===== src/rtl/ifu_pkg.sv =====
// Shared constants and types for the instruction fetch unit.
package ifu_pkg;

  // Instruction field positions
  localparam int unsigned OP7_MSB = 15;
  localparam int unsigned OP7_LSB = 9;
  localparam int unsigned OP6_MSB = 15;
  localparam int unsigned OP6_LSB = 10;
  localparam int unsigned LIT_MSB = 7;
  localparam int unsigned LIT_LSB = 0;

  // Control-flow opcodes
  localparam logic [6:0] OP_CALL  = 7'b1001110;
  localparam logic [6:0] OP_RET   = 7'b1001111;
  localparam logic [6:0] OP_JUMPR = 7'b1001101;
  localparam logic [5:0] OP_BRZ   = 6'b101101;
  localparam logic [5:0] OP_BRN   = 6'b101110;

  typedef enum logic [1:0] {
    S_EMPTY,
    S_FULL,
    S_FAULT
  } ifu_state_e;

endpackage


===== src/rtl/return_addr_stack.sv =====
// Return-address stack: DEPTH entries of WIDTH bits with occupancy count.
// The caller never issues push and pop together, nor push when full / pop when empty.
module return_addr_stack #(
  parameter int unsigned DEPTH = 4,
  parameter int unsigned WIDTH = 8,
  parameter int unsigned CNT_W = $clog2(DEPTH + 1)
) (
  input  logic             clk,
  input  logic             rst_n,
  input  logic             push_i,
  input  logic             pop_i,
  input  logic [WIDTH-1:0] push_data_i,
  output logic [WIDTH-1:0] top_o,
  output logic [CNT_W-1:0] count_o,
  output logic             full_o,
  output logic             empty_o
);

  logic [WIDTH-1:0] mem_q [DEPTH];
  logic [CNT_W-1:0] count_q, count_d;

  // Occupancy next-state
  always_comb begin
    count_d = count_q;
    if (push_i && !full_o) begin
      count_d = count_q + CNT_W'(1);
    end else if (pop_i && !empty_o) begin
      count_d = count_q - CNT_W'(1);
    end
  end

  // Occupancy register
  always_ff @(posedge clk or negedge rst_n) begin
    if (!rst_n) begin
      count_q <= '0;
    end else begin
      count_q <= count_d;
    end
  end

  // Entry storage; contents are don't-care after reset
  always_ff @(posedge clk) begin
    for (int i = 0; i < int'(DEPTH); i++) begin
      if (push_i && !full_o && count_q == CNT_W'(i)) begin
        mem_q[i] <= push_data_i;
      end
    end
  end

  // Top of stack is the entry just below the count
  always_comb begin
    top_o = '0;
    for (int i = 0; i < int'(DEPTH); i++) begin
      if (count_q == CNT_W'(i + 1)) begin
        top_o = mem_q[i];
      end
    end
  end

  assign count_o = count_q;
  assign full_o  = (count_q == CNT_W'(DEPTH));
  assign empty_o = (count_q == '0);

endmodule


===== src/rtl/instr_fetch_unit.sv =====
// Instruction fetch unit: drives the ROM address, holds one instruction for decode and
// resolves CALL/RET/JUMPR/BRZ/BRN locally using a return-address stack.
module instr_fetch_unit
  import ifu_pkg::*;
#(
  parameter int unsigned ADDR_W    = 8,
  parameter int unsigned INSTR_W   = 16,
  parameter int unsigned RAS_DEPTH = 4,
  parameter int unsigned RESET_PC  = 0
) (
  input  logic                           clk,
  input  logic                           rst_n,
  input  logic                           run,
  output logic [ADDR_W-1:0]              rom_addr,
  input  logic [INSTR_W-1:0]             rom_data,
  output logic [INSTR_W-1:0]             instr,
  output logic [ADDR_W-1:0]              instr_pc,
  output logic                           instr_valid,
  input  logic                           instr_ready,
  input  logic                           z_flag,
  input  logic                           n_flag,
  input  logic [ADDR_W-1:0]              reg_target,
  output logic [$clog2(RAS_DEPTH+1)-1:0] ras_count,
  output logic                           fault
);

  localparam int unsigned CNT_W = $clog2(RAS_DEPTH + 1);

  ifu_state_e          state_q, state_d;
  logic [ADDR_W-1:0]   fetch_pc_q;
  logic [INSTR_W-1:0]  instr_q, instr_d;
  logic [ADDR_W-1:0]   instr_pc_q, instr_pc_d;
  logic                fault_q, fault_d;

  logic [6:0]          op7;
  logic [5:0]          op6;
  logic [ADDR_W-1:0]   lit, pc_inc, next_pc;
  logic                is_call, is_ret, is_jumpr, is_brz, is_brn;
  logic                handoff, ras_err, ras_push, ras_pop;
  logic [ADDR_W-1:0]   ras_top;
  logic                ras_full, ras_empty;

  assign op7 = instr_q[OP7_MSB:OP7_LSB];
  assign op6 = instr_q[OP6_MSB:OP6_LSB];
  assign lit = ADDR_W'(instr_q[LIT_MSB:LIT_LSB]);

  assign is_call  = (op7 == OP_CALL);
  assign is_ret   = (op7 == OP_RET);
  assign is_jumpr = (op7 == OP_JUMPR);
  assign is_brz   = (op6 == OP_BRZ);
  assign is_brn   = (op6 == OP_BRN);

  assign pc_inc = instr_pc_q + ADDR_W'(1);

  // Next-PC selection for the held instruction
  always_comb begin
    next_pc = pc_inc;
    if (is_call) begin
      next_pc = lit;
    end else if (is_ret) begin
      next_pc = ras_top;
    end else if (is_jumpr) begin
      next_pc = reg_target;
    end else if (is_brz) begin
      next_pc = z_flag ? lit : pc_inc;
    end else if (is_brn) begin
      next_pc = n_flag ? lit : pc_inc;
    end
  end

  assign handoff  = (state_q == S_FULL) && instr_ready;
  // Stack overflow/underflow: the instruction still goes out but the stack is untouched
  assign ras_err  = (is_call && ras_full) || (is_ret && ras_empty);
  assign ras_push = handoff && is_call && !ras_full;
  assign ras_pop  = handoff && is_ret && !ras_empty;

  return_addr_stack #(
    .DEPTH (RAS_DEPTH),
    .WIDTH (ADDR_W),
    .CNT_W (CNT_W)
  ) u_ras (
    .clk         (clk),
    .rst_n       (rst_n),
    .push_i      (ras_push),
    .pop_i       (ras_pop),
    .push_data_i (pc_inc),
    .top_o       (ras_top),
    .count_o     (ras_count),
    .full_o      (ras_full),
    .empty_o     (ras_empty)
  );

  // FSM next-state, ROM address and holding-register updates
  always_comb begin
    state_d     = state_q;
    instr_d     = instr_q;
    instr_pc_d  = instr_pc_q;
    fault_d     = fault_q;
    rom_addr    = fetch_pc_q;
    instr_valid = 1'b0;
    case (state_q)
      S_EMPTY: begin
        rom_addr = fetch_pc_q;
        if (run) begin
          instr_d    = rom_data;
          instr_pc_d = fetch_pc_q;
          state_d    = S_FULL;
        end
      end
      S_FULL: begin
        instr_valid = 1'b1;
        rom_addr    = next_pc;
        if (handoff) begin
          if (ras_err) begin
            fault_d = 1'b1;
            state_d = S_FAULT;
          end else begin
            instr_d    = rom_data;
            instr_pc_d = next_pc;
          end
        end
      end
      S_FAULT: begin
        rom_addr = instr_pc_q;
      end
      default: begin
        state_d = S_EMPTY;
      end
    endcase
  end

  // State and holding registers
  always_ff @(posedge clk or negedge rst_n) begin
    if (!rst_n) begin
      state_q    <= S_EMPTY;
      fetch_pc_q <= ADDR_W'(RESET_PC);
      instr_q    <= '0;
      instr_pc_q <= '0;
      fault_q    <= 1'b0;
    end else begin
      state_q    <= state_d;
      fetch_pc_q <= fetch_pc_q;
      instr_q    <= instr_d;
      instr_pc_q <= instr_pc_d;
      fault_q    <= fault_d;
    end
  end

  assign instr    = instr_q;
  assign instr_pc = instr_pc_q;
  assign fault    = fault_q;

endmodule


===== config.mk =====
export PLATFORM = sky130hd
export DESIGN_NAME = instr_fetch_unit
export DESIGN_NICKNAME = d
export VERILOG_FILES = /design/src/rtl/ifu_pkg.sv /design/src/rtl/return_addr_stack.sv /design/src/rtl/instr_fetch_unit.sv
export SDC_FILE = /design/constraint.sdc
export NUM_CORES = 1
export LEC_CHECK = 0
export CAP_MARGIN = 20
export CORE_MARGIN = 3
export CORE_UTILIZATION = 50
export DETAILED_ROUTE_END_ITERATION = 10
export PLACE_DENSITY = 0.78
export RECOVER_POWER = 100
export SYNTH_ARGS = -nofsm -noshare
export SYNTH_HDL_FRONTEND = slang
export SYNTH_SLANG_ARGS = --single-unit

===== constraint.sdc =====
create_clock -name clk -period 5.1 [get_ports clk]
set_input_delay 0.51 -clock clk [delete_from_list [all_inputs] [get_ports clk]]
set_output_delay 0.51 -clock clk [all_outputs]
set_load 0.01 [all_outputs]

Yosys cells after proc, flatten, opt, wreduce, memory -nomap -nowiden
Memories as Yosys holds them, arrays and structs flattened.
Index checks and enable logic that the tools add are counted.
{ "classes": {"bitwise_logic": 1, "mux": 44, "n_eq_ne": 15, "n_reduce_logical": 26, "n_addsub": 3} }
{ "ops": {"columns": ["op", "count"], "rows": [
  ["8-bit 2-to-1 mux", 17],
  ["16-bit 2-to-1 mux", 3],
  ["16-bit one-hot mux with 2 select lines", 1],
  ["8-bit one-hot mux with 2 select lines", 2],
  ["8-bit OR reduction", 3],
  ["7-bit equality test (second input constant)", 3],
  ["1-bit logical AND", 13],
  ["6-bit equality test (second input constant)", 2],
  ["1-bit 2-to-1 mux", 12],
  ["2-bit 2-to-1 mux", 6],
  ["8-bit by 1-bit adder with 8-bit output (second input constant)", 1],
  ["2-bit inequality test (second input constant)", 4],
  ["4-bit AND reduction", 2],
  ["3-bit by 2-bit equality test with 1-bit output (second input constant)", 2],
  ["3-bit 2-to-1 mux", 2],
  ["2-bit one-hot mux with 3 select lines", 1],
  ["2-bit nonzero test", 2],
  ["3-bit by 1-bit adder with 3-bit output (second input constant)", 1],
  ["3-bit by 1-bit equality test with 1-bit output (second input constant)", 1],
  ["3-bit equality test (second input constant)", 1],
  ["3-bit zero test", 1],
  ["3-bit AND reduction", 1],
  ["3-bit by 1-bit subtractor with 3-bit output (second input constant)", 1],
  ["2-bit by 1-bit equality test with 1-bit output (second input constant)", 1],
  ["other kinds (5)", 6]
]} }
{ "word_totals": {"ram_bits": 32, "word_cells": 95, "memories": 1, "output_inout_bits": 37, "regBits": 30} }
{ "mem_list": {"columns": ["memory", "depth", "width", "rd", "rd_ports_with_merged_regs", "write_ports", "line_no", "rtl"], "rows": [
  ["u_ras.mem_q", 4, 8, 4, 0, 1, "return_addr_stack.sv:19", "logic [WIDTH-1:0] mem_q [DEPTH];"]
]} }

Depth between registers and ports, before layout
Gate-level depths: netlist of the first run.
{ "depth": {"ltp_word": 12, "mapped_depth": 10} }

By module
A second synthesis of the first run with hierarchy kept.
{ "hier_totals": {"hier_cells": 326, "hier_area_um2": 3592.2} }
{ "modules_own_cells": {"columns": ["module", "area_each_um2", "n_inst", "cells_per_inst"], "rows": [
  ["instr_fetch_unit", 2054.5, 1, 214],
  ["return_addr_stack", 1537.7, 1, 112]
]} }

Least setup slack after synthesis of the first run
OpenSTA, ideal clock, no wires.
{ "synth_timing": {"path_type": "flip-flop to output port", "from": "register u_ras.count_q[2] (netlist: u_ras.count_o[2])", "to": "output rom_addr[0]", "required_time_ns": 4.590, "slack_ns": 2.162, "stages_incl_launch_ff": 10, "path_buffers": 1, "t_arrival_ns": 2.428, "path_cell_list": "dfrtp_1 > buf_2 > inv_1 > ha_1 > nor4b_4 > a222oi_1 > a21oi_1 > nor2_1 > or3_1 > a311oi_1"} }
{ "synth_between": {"elab_chain_cells": 8} }
{ "synth_lines": {"columns": ["element", "line_no", "rtl"], "rows": [
  ["from (decl)", "return_addr_stack.sv:20", "logic [CNT_W-1:0] count_q, count_d;"],
  ["from (signal assigned)", "return_addr_stack.sv:37", "count_q <= count_d;"],
  ["3-bit by 1-bit equality test with 1-bit output", "return_addr_stack.sv:54", "if (count_q == CNT_W'(i + 1)) begin"],
  ["8-bit 2-to-1 mux (3 in a row)", "return_addr_stack.sv:54", null],
  ["8-bit 2-to-1 mux (*)", "return_addr_stack.sv:54", null],
  ["8-bit 2-to-1 mux (*)", "instr_fetch_unit.sv:60", "end else if (is_ret) begin"],
  ["8-bit 2-to-1 mux (*)", "instr_fetch_unit.sv:58", "if (is_call) begin"],
  ["8-bit one-hot mux with 2 select lines (*)", "instr_fetch_unit.sv:101", "case (state_q)"],
  ["to (decl)", "instr_fetch_unit.sv:14", "output logic [ADDR_W-1:0] rom_addr,"]
]} }
Mark *: on every way between the ends. The rest lies on a longest branch, timed or not.

Final worst setup path of the first run
{ "layout_timing": {"from": "register instr_q[10] (netlist: instr[10])", "to": "output rom_addr[2]"} }
{ "layout_between": {"elab_chain_cells": 7} }
{ "layout_lines": {"columns": ["element", "line_no", "rtl"], "rows": [
  ["from (decl)", "instr_fetch_unit.sv:31", "logic [INSTR_W-1:0] instr_q, instr_d;"],
  ["from (signal assigned)", "instr_fetch_unit.sv:143", "instr_q <= instr_d;"],
  ["6-bit equality test", "instr_fetch_unit.sv:51", "assign is_brn = (op6 == OP_BRN);"],
  ["8-bit 2-to-1 mux", "instr_fetch_unit.sv:66", "end else if (is_brn) begin"],
  ["8-bit 2-to-1 mux", "instr_fetch_unit.sv:64", "end else if (is_brz) begin"],
  ["8-bit 2-to-1 mux", "instr_fetch_unit.sv:62", "end else if (is_jumpr) begin"],
  ["8-bit 2-to-1 mux", "instr_fetch_unit.sv:60", null],
  ["8-bit 2-to-1 mux (*)", "instr_fetch_unit.sv:58", null],
  ["8-bit one-hot mux with 2 select lines (*)", "instr_fetch_unit.sv:101", null]
]} }
Marks and branches as above.

==> metrics.cfg, run 1 <==
[status]
status = finished with violations
violations = max-capacitance violations, max-slew violations

[timing]
fin_ws_ps = 572
setup_violations = 0
tightest_slew_ps = 1700
hold_viol = 0
maxSlewHeadroom_pct = -14.7
maxClockFrequency_mhz = 221
drv_slew = 40
min_period_ps = 4530
fin_setup_tns_ps = 0
skew_ps = 10.0
finalCritPeriodShare_pct = 88.8
rsz0062_at_grt = false

[clock_tree]
clock_sinks = 62
cts_resized = 0
path_clk_slew_ps = 70
cts-htree-levels = 3
cts_tree = yes
cts_root_buf = clkbuf_8
cts_setup_buffers = 0
clk_path_buf_depth = 2
clkLatencyLatePin_ps = 350
numCtsBuffers = 9
cts_hold_buf = 0

[final_layout]
nets = 443
design_area_um2 = 4290
layout-drive-gt1-share_pct = 7.13
regArea_um2 = 1710
antenna_cells = 0
multi_input_area_um2 = 1530
area_growth_pct = 26.4
utilization_pct = 66.4
n_fill_cell = 492

[synthesis]
async_flop_share_pct = 48.4
yosysWarnings = 0
synth_seq_cells = 62
avgSynthCellArea_um2 = 10.2
yosys_most_used_dff = edfxtp_1
synthTopCellsByArea = edfxtp_1, dfrtp_1, nand2_1
synth-edff-count = 32
synth_top_cell_by_area = edfxtp_1
synthCells = 331
syn-cell-area_um2 = 3390
synth_top_area_share_pct = 28.3
synth_seq_area_share_pct = 50.5
synth_common_cells = nand2_1, edfxtp_1, dfrtp_1
synth_nets = 372
yosysMostFrequentCell = nand2_1
synth.distinct_cells = 56

[floorplan]
io_pins = 67
core-area_um2 = 6460
die-area_um2 = 7810
die_width_um = 88.4
rows = 29
fp.dieH_um = 88.4
start_util_pct = 52.5

[placement]
dpl.hpwl_mm = 6.66
place_area_um2 = 4140
place_ws_ps = 1280
routabilityCongestion = 0.850
io_buffers = 66

[power_and_ir_drop]
cellPowerDensity_nw_per_um2 = 503
total_power_mw = 2.16
p_leak_nw = 1.73
ir_drop_mv = 0.323

[grt]
grt_pass1_vias = 2801
grt_first_pass_wirelength_mm = 14.4
antenna_found_initial = 0
grt_overflow = 0
grt_usage_pct = 24.6
grt_max_degree = 31

[worst_hold_path]
min_path_cells = 2
min_to = instr[8]
hp-class = reg -> reg
hold_start = instr[8]

[worst_setup_path]
critPathMaxFanout = 16
r2r_cells = 5
reg2reg_setup_slack_ps = 690
required_ps = 4590
endpoint_kind = output pin
r2r-end = u_ras.mem_q[1][4]
crit_type = reg -> out
critical_path_arrival_ps = 4020
start_kind = flop
r2r-start = instr[10]

[route]
routed_wl_mm = 9.18
route.met3.wl_um = 687
wl_met2_mm = 4.18
top_layer = met4
drt_iter0_markers = 262
drc = 0
routed_via_density = 6.03
antenna_left = 0
wl_met1_mm = 4.04
dr.pass1.iters = 5
wl_per_cell_um = 19.0
vias = 2918

[flow_run]
drv_cap = 2

==> worst max path at each step <==
| stage | from | endpoint | slack (ps) | depth (start not counted) |
|---|---|---|---|---|
| after floorplan | u_ras.count_o[2] | rom_addr[0] | 2160 | 9 |
| after global placement | u_ras.count_o[2] | rom_addr[0] | 1380 | 9 |
| after detailed placement | u_ras.count_o[2] | rom_addr[0] | 1280 | 9 |
| after CTS | u_ras.count_o[2] | rom_addr[0] | 880 | 9 |
| after global routing | instr[10] | rom_addr[2] | 390 | 7 |
| final | instr[10] | rom_addr[2] | 570 | 7 |
==> routing by layer <==
metal | track usage [%] | vias up
met2 | 37.2 | 144
li1 | - | 1361
met1 | 33.7 | 1392
met3 | 5.68 | 21
met5 | 0 | -
met4 | 11.8 | 0
==> critical path: stages (launching register included) <==
cell and delay, ps:
dfrtp_1 660, inv_1 250, nor4b_1 1390, o21ai_0 280
o221ai_1 170, a32oi_1 150, nor2_1 140, dlygate4sd3_1 620
==> state kept, by name, indices dropped and copies added (netlist names) <==
name,count
state_q,2
instr,16
fault,1
instr_pc,8
u_ras.mem_q,32
u_ras.count_o,3
==> cell usage in the layout (no fill, tap or decap), types with 4 or more instances in the layout <==
master	synthesis	layout
nor3_1	5	5
a211oi_1	4	4
nor2_1	17	17
dlygate4sd3_1	0	38
inv_1	15	15
nand3b_1	4	4
or3_1	3	4
xnor2_1	5	5
o21ai_0	14	14
nand2_1	76	76
dfrtp_1	30	30
clkdlybuf4s50_1	0	28
a21oi_1	13	13
o221ai_1	8	8
ha_1	11	11
clkbuf_1	4	6
mux2i_1	4	4
clkbuf_8	0	9
nand2b_1	7	7
edfxtp_1	32	32
a222oi_1	4	4
nand3_1	7	7
==> metrics by stage <==
| stage | std cells | hold slack (ps) |
|---|---|---|
| 2_1_floorplan | 331 | 214 |
| 3_3_place_gp | 468 | 460 |
| 3_5_place_dp | 468 | 463 |
| 4_1_cts | 484 | 481 |
| 5_1_grt | 484 | 485 |
| 6_report | 484 | 471 |
==> final cells by class <==
cell class / count / share of cell area [%]
flip-flops and latches: 62 / 39.9
multi-input cells: 243 / 35.7
repair buffers: 71 / 15.8
clock buffers: 10 / 2.98
well taps: 77 / 2.25
clock inverters: 6 / 2.01
inverters: 15 / 1.31
==> kinds of logic after synthesis <==
logic type | share of synthesized area (%)
multiplexers | 2.18
XOR/XNOR | 1.81
buffers and inverters | 3.14
flip-flops | 50.5
AO/OA/AOI/OAI | 16.7
AND/OR/NAND/NOR | 21.7
adder cells (fa/ha/maj) | 4.06
==> report_power, final <==
group          switching (mW)  internal [mW]
clock                   0.200          0.274
sequential              0.150          0.647
combinational           0.486          0.400
No activity file was read; power rests on OpenSTA's default activity.
==> run 2: changes to the inputs <==
- CORE_MARGIN: 3 -> unset
==> run 2 against run 1 <==
  * The flow finishes with violations (design-rule violations, max-capacitance violations, max-slew violations)
  * Clock skew hardly changed
  * Cell count is the same
  * Critical path depth did not move
==> metrics.cfg, run 2 (synthesized netlist as in run 1, its figures left out) <==
[status]
status = finished with violations
violations = design-rule violations, max-capacitance violations, max-slew violations

[timing]
fin_setup_tns_ps = 0  ; unchanged
min_period_ps = 4460  ; -66.8 ps
setup_violations = 0  ; unchanged
maxClockFrequency_mhz = 224  ; +1.5%
hold_viol = 0  ; unchanged
rsz0062_at_grt = false
maxSlewHeadroom_pct = -11.8  ; +2.9 points
drv_slew = 40  ; unchanged
tightest_slew_ps = 1680  ; -19.6 ps
skew_ps = 9.76  ; -0.245 ps
finalCritPeriodShare_pct = 87.5  ; -1.3 points

[route]
routed_wl_mm = 8.93  ; -2.7%
vias = 2887  ; -1.1%
wl_per_cell_um = 18.5  ; -2.7%
antenna_left = 0  ; unchanged
drc = 4  ; +4
routed_via_density = 5.96  ; -1.1%
dr.pass1.iters = 8  ; +3
drt_iter0_markers = 263  ; +0.38%

[clock_tree]
cts_hold_buf = 0  ; unchanged
path_clk_slew_ps = 70  ; about the same
clock_sinks = 62  ; unchanged
cts_root_buf = clkbuf_8
numCtsBuffers = 9  ; unchanged
cts-htree-levels = 3  ; unchanged
cts_tree = yes
cts_setup_buffers = 0  ; unchanged
cts_resized = 0  ; unchanged
clk_path_buf_depth = 2  ; unchanged
clkLatencyLatePin_ps = 340  ; about the same

[final_layout]
largest_reg_flops = 32  ; unchanged
n_fill_cell = 519  ; +5.5%
design_area_um2 = 4270  ; -0.41%
most-common-layout-cells = nand2_1, dlygate4sd3_1, edfxtp_1, dfrtp_1, clkdlybuf4s50_1
final_common_cell = nand2_1
layout-drive-gt1-share_pct = 6.39  ; -0.74 points
antenna_cells = 0  ; unchanged
nets = 443  ; unchanged
area_growth_pct = 25.9
regMostFlops = u_ras.mem_q

[worst_setup_path]
critPathBufInv = 2  ; unchanged
worstPathCellList = inv_1 > nor4b_1 > o21ai_0 > o221ai_1 > a32oi_1 > nor2_1 > dlygate4sd3_1
critPathMaxFanout = 16  ; unchanged
endpoint_kind = output pin
required_ps = 4590  ; about the same
critical_path_arrival_ps = 3950  ; -70 ps
critPathMaxStageDelay_ps = 1340  ; -50 ps
crit_type = reg -> out
start_kind = flop
slowest_stage = nor4b_1
path_delay_family = simple AND/OR/NAND/NOR gates

[floorplan]
start_util_pct = 52.5  ; unchanged
die_width_um = 84.4  ; -4.5%
core-area_um2 = 6460  ; unchanged
rows = 29  ; unchanged
die-area_um2 = 7120  ; -8.8%
fp.dieH_um = 84.4  ; -4.5%
io_pins = 67  ; unchanged

[grt]
grt_max_degree = 31  ; unchanged
grt_overflow = 0  ; unchanged
grt_first_pass_wirelength_mm = 14.7  ; +2.4%
grt_pass1_vias = 2828  ; +0.96%
antenna_found_initial = 0  ; unchanged
grt_usage_pct = 27.1  ; +2.5 points

[placement]
routabilityCongestion = 0.878  ; +3.4%
dpl.hpwl_mm = 6.38  ; -4.3%
io_buffers = 66  ; unchanged
place_area_um2 = 4140  ; unchanged

[worst_hold_path]
hp-class = reg -> reg

[power_and_ir_drop]
p_leak_nw = 1.72  ; -0.75%
ir_drop_mv = 0.300  ; -7.3%
cellPowerDensity_nw_per_um2 = 502  ; -0.28%

[flow_run]
drv_cap = 2  ; unchanged

run 2: cell types whose count changed in the layout (fill, tap and decap cells not counted), sizes merged:
cell / change
clkbuf: +1
dlygate4sd3: -1
clkinvlp: -1
clkdlybuf4s50: +1
run 2: tightest hold or removal path: stages, from the launching register on:
cell     delay, ps
dfrtp_1        340
nand2_1         50
nand2_1         60
run 2: worst paths after layout:
kind / cells after the start / to / slack [ps] / start
min: 2 / instr[8] / 480 / instr[8]
max: 7 / rom_addr[2] / 640 / instr[10]
max in group asynchronous: 2 / instr[3] / 2990 / rst_n
min reg2reg: 2 / instr[8] / 480 / instr[8]
min in group asynchronous: 2 / instr[8] / 1130 / rst_n
max reg2reg: 5 / u_ras.mem_q[0][1] / 920 / instr[10]
run 2: routing by layer:
layer,vias up,GRT usage [%],part of all wire (%)
met5,-,0,0
met2,124,42.7,47
met1,1390,37.2,44
met4,0,10.6,1.8
met3,16,5.51,6.9
li1,1357,-,-
run 2: layout make-up:
class / instances / area (um^2) / area share, %
inverters: 15 / 56.3 / 1.32
multi-input cells: 243 / 1520 / 35.6
clock buffers: 11 / 131 / 3.08
well taps: 77 / 96.3 / 2.26
flip-flops and latches: 62 / 1710 / 40.1
repair buffers: 71 / 679 / 15.9
clock inverters: 5 / 73.8 / 1.73
run 2: power by group:
part	internal (mW)	switching, mW
combinational	0.394	0.486
clock	0.272	0.190
sequential	0.648	0.152
total	1.31	0.828
run 2: stage by stage:
step	total power [mW]	instances	hold WS (ps)	util [%]	worst slack, ps
floorplan	1.34	331	214	-	2160
global placement	1.72	468	459	64.0	1390
detailed placement	1.74	468	474	64.0	1340
CTS	2.21	484	491	67.2	880
global route	2.27	484	528	66.1	490
finish	2.14	484	476	66.1	639
==> run 3: changes to the inputs <==
- SKIP_CTS_REPAIR_TIMING: unset -> 1
==> results of run 3 <==
Same layout as run 2: the final DEF is identical, and so are final timing and power.
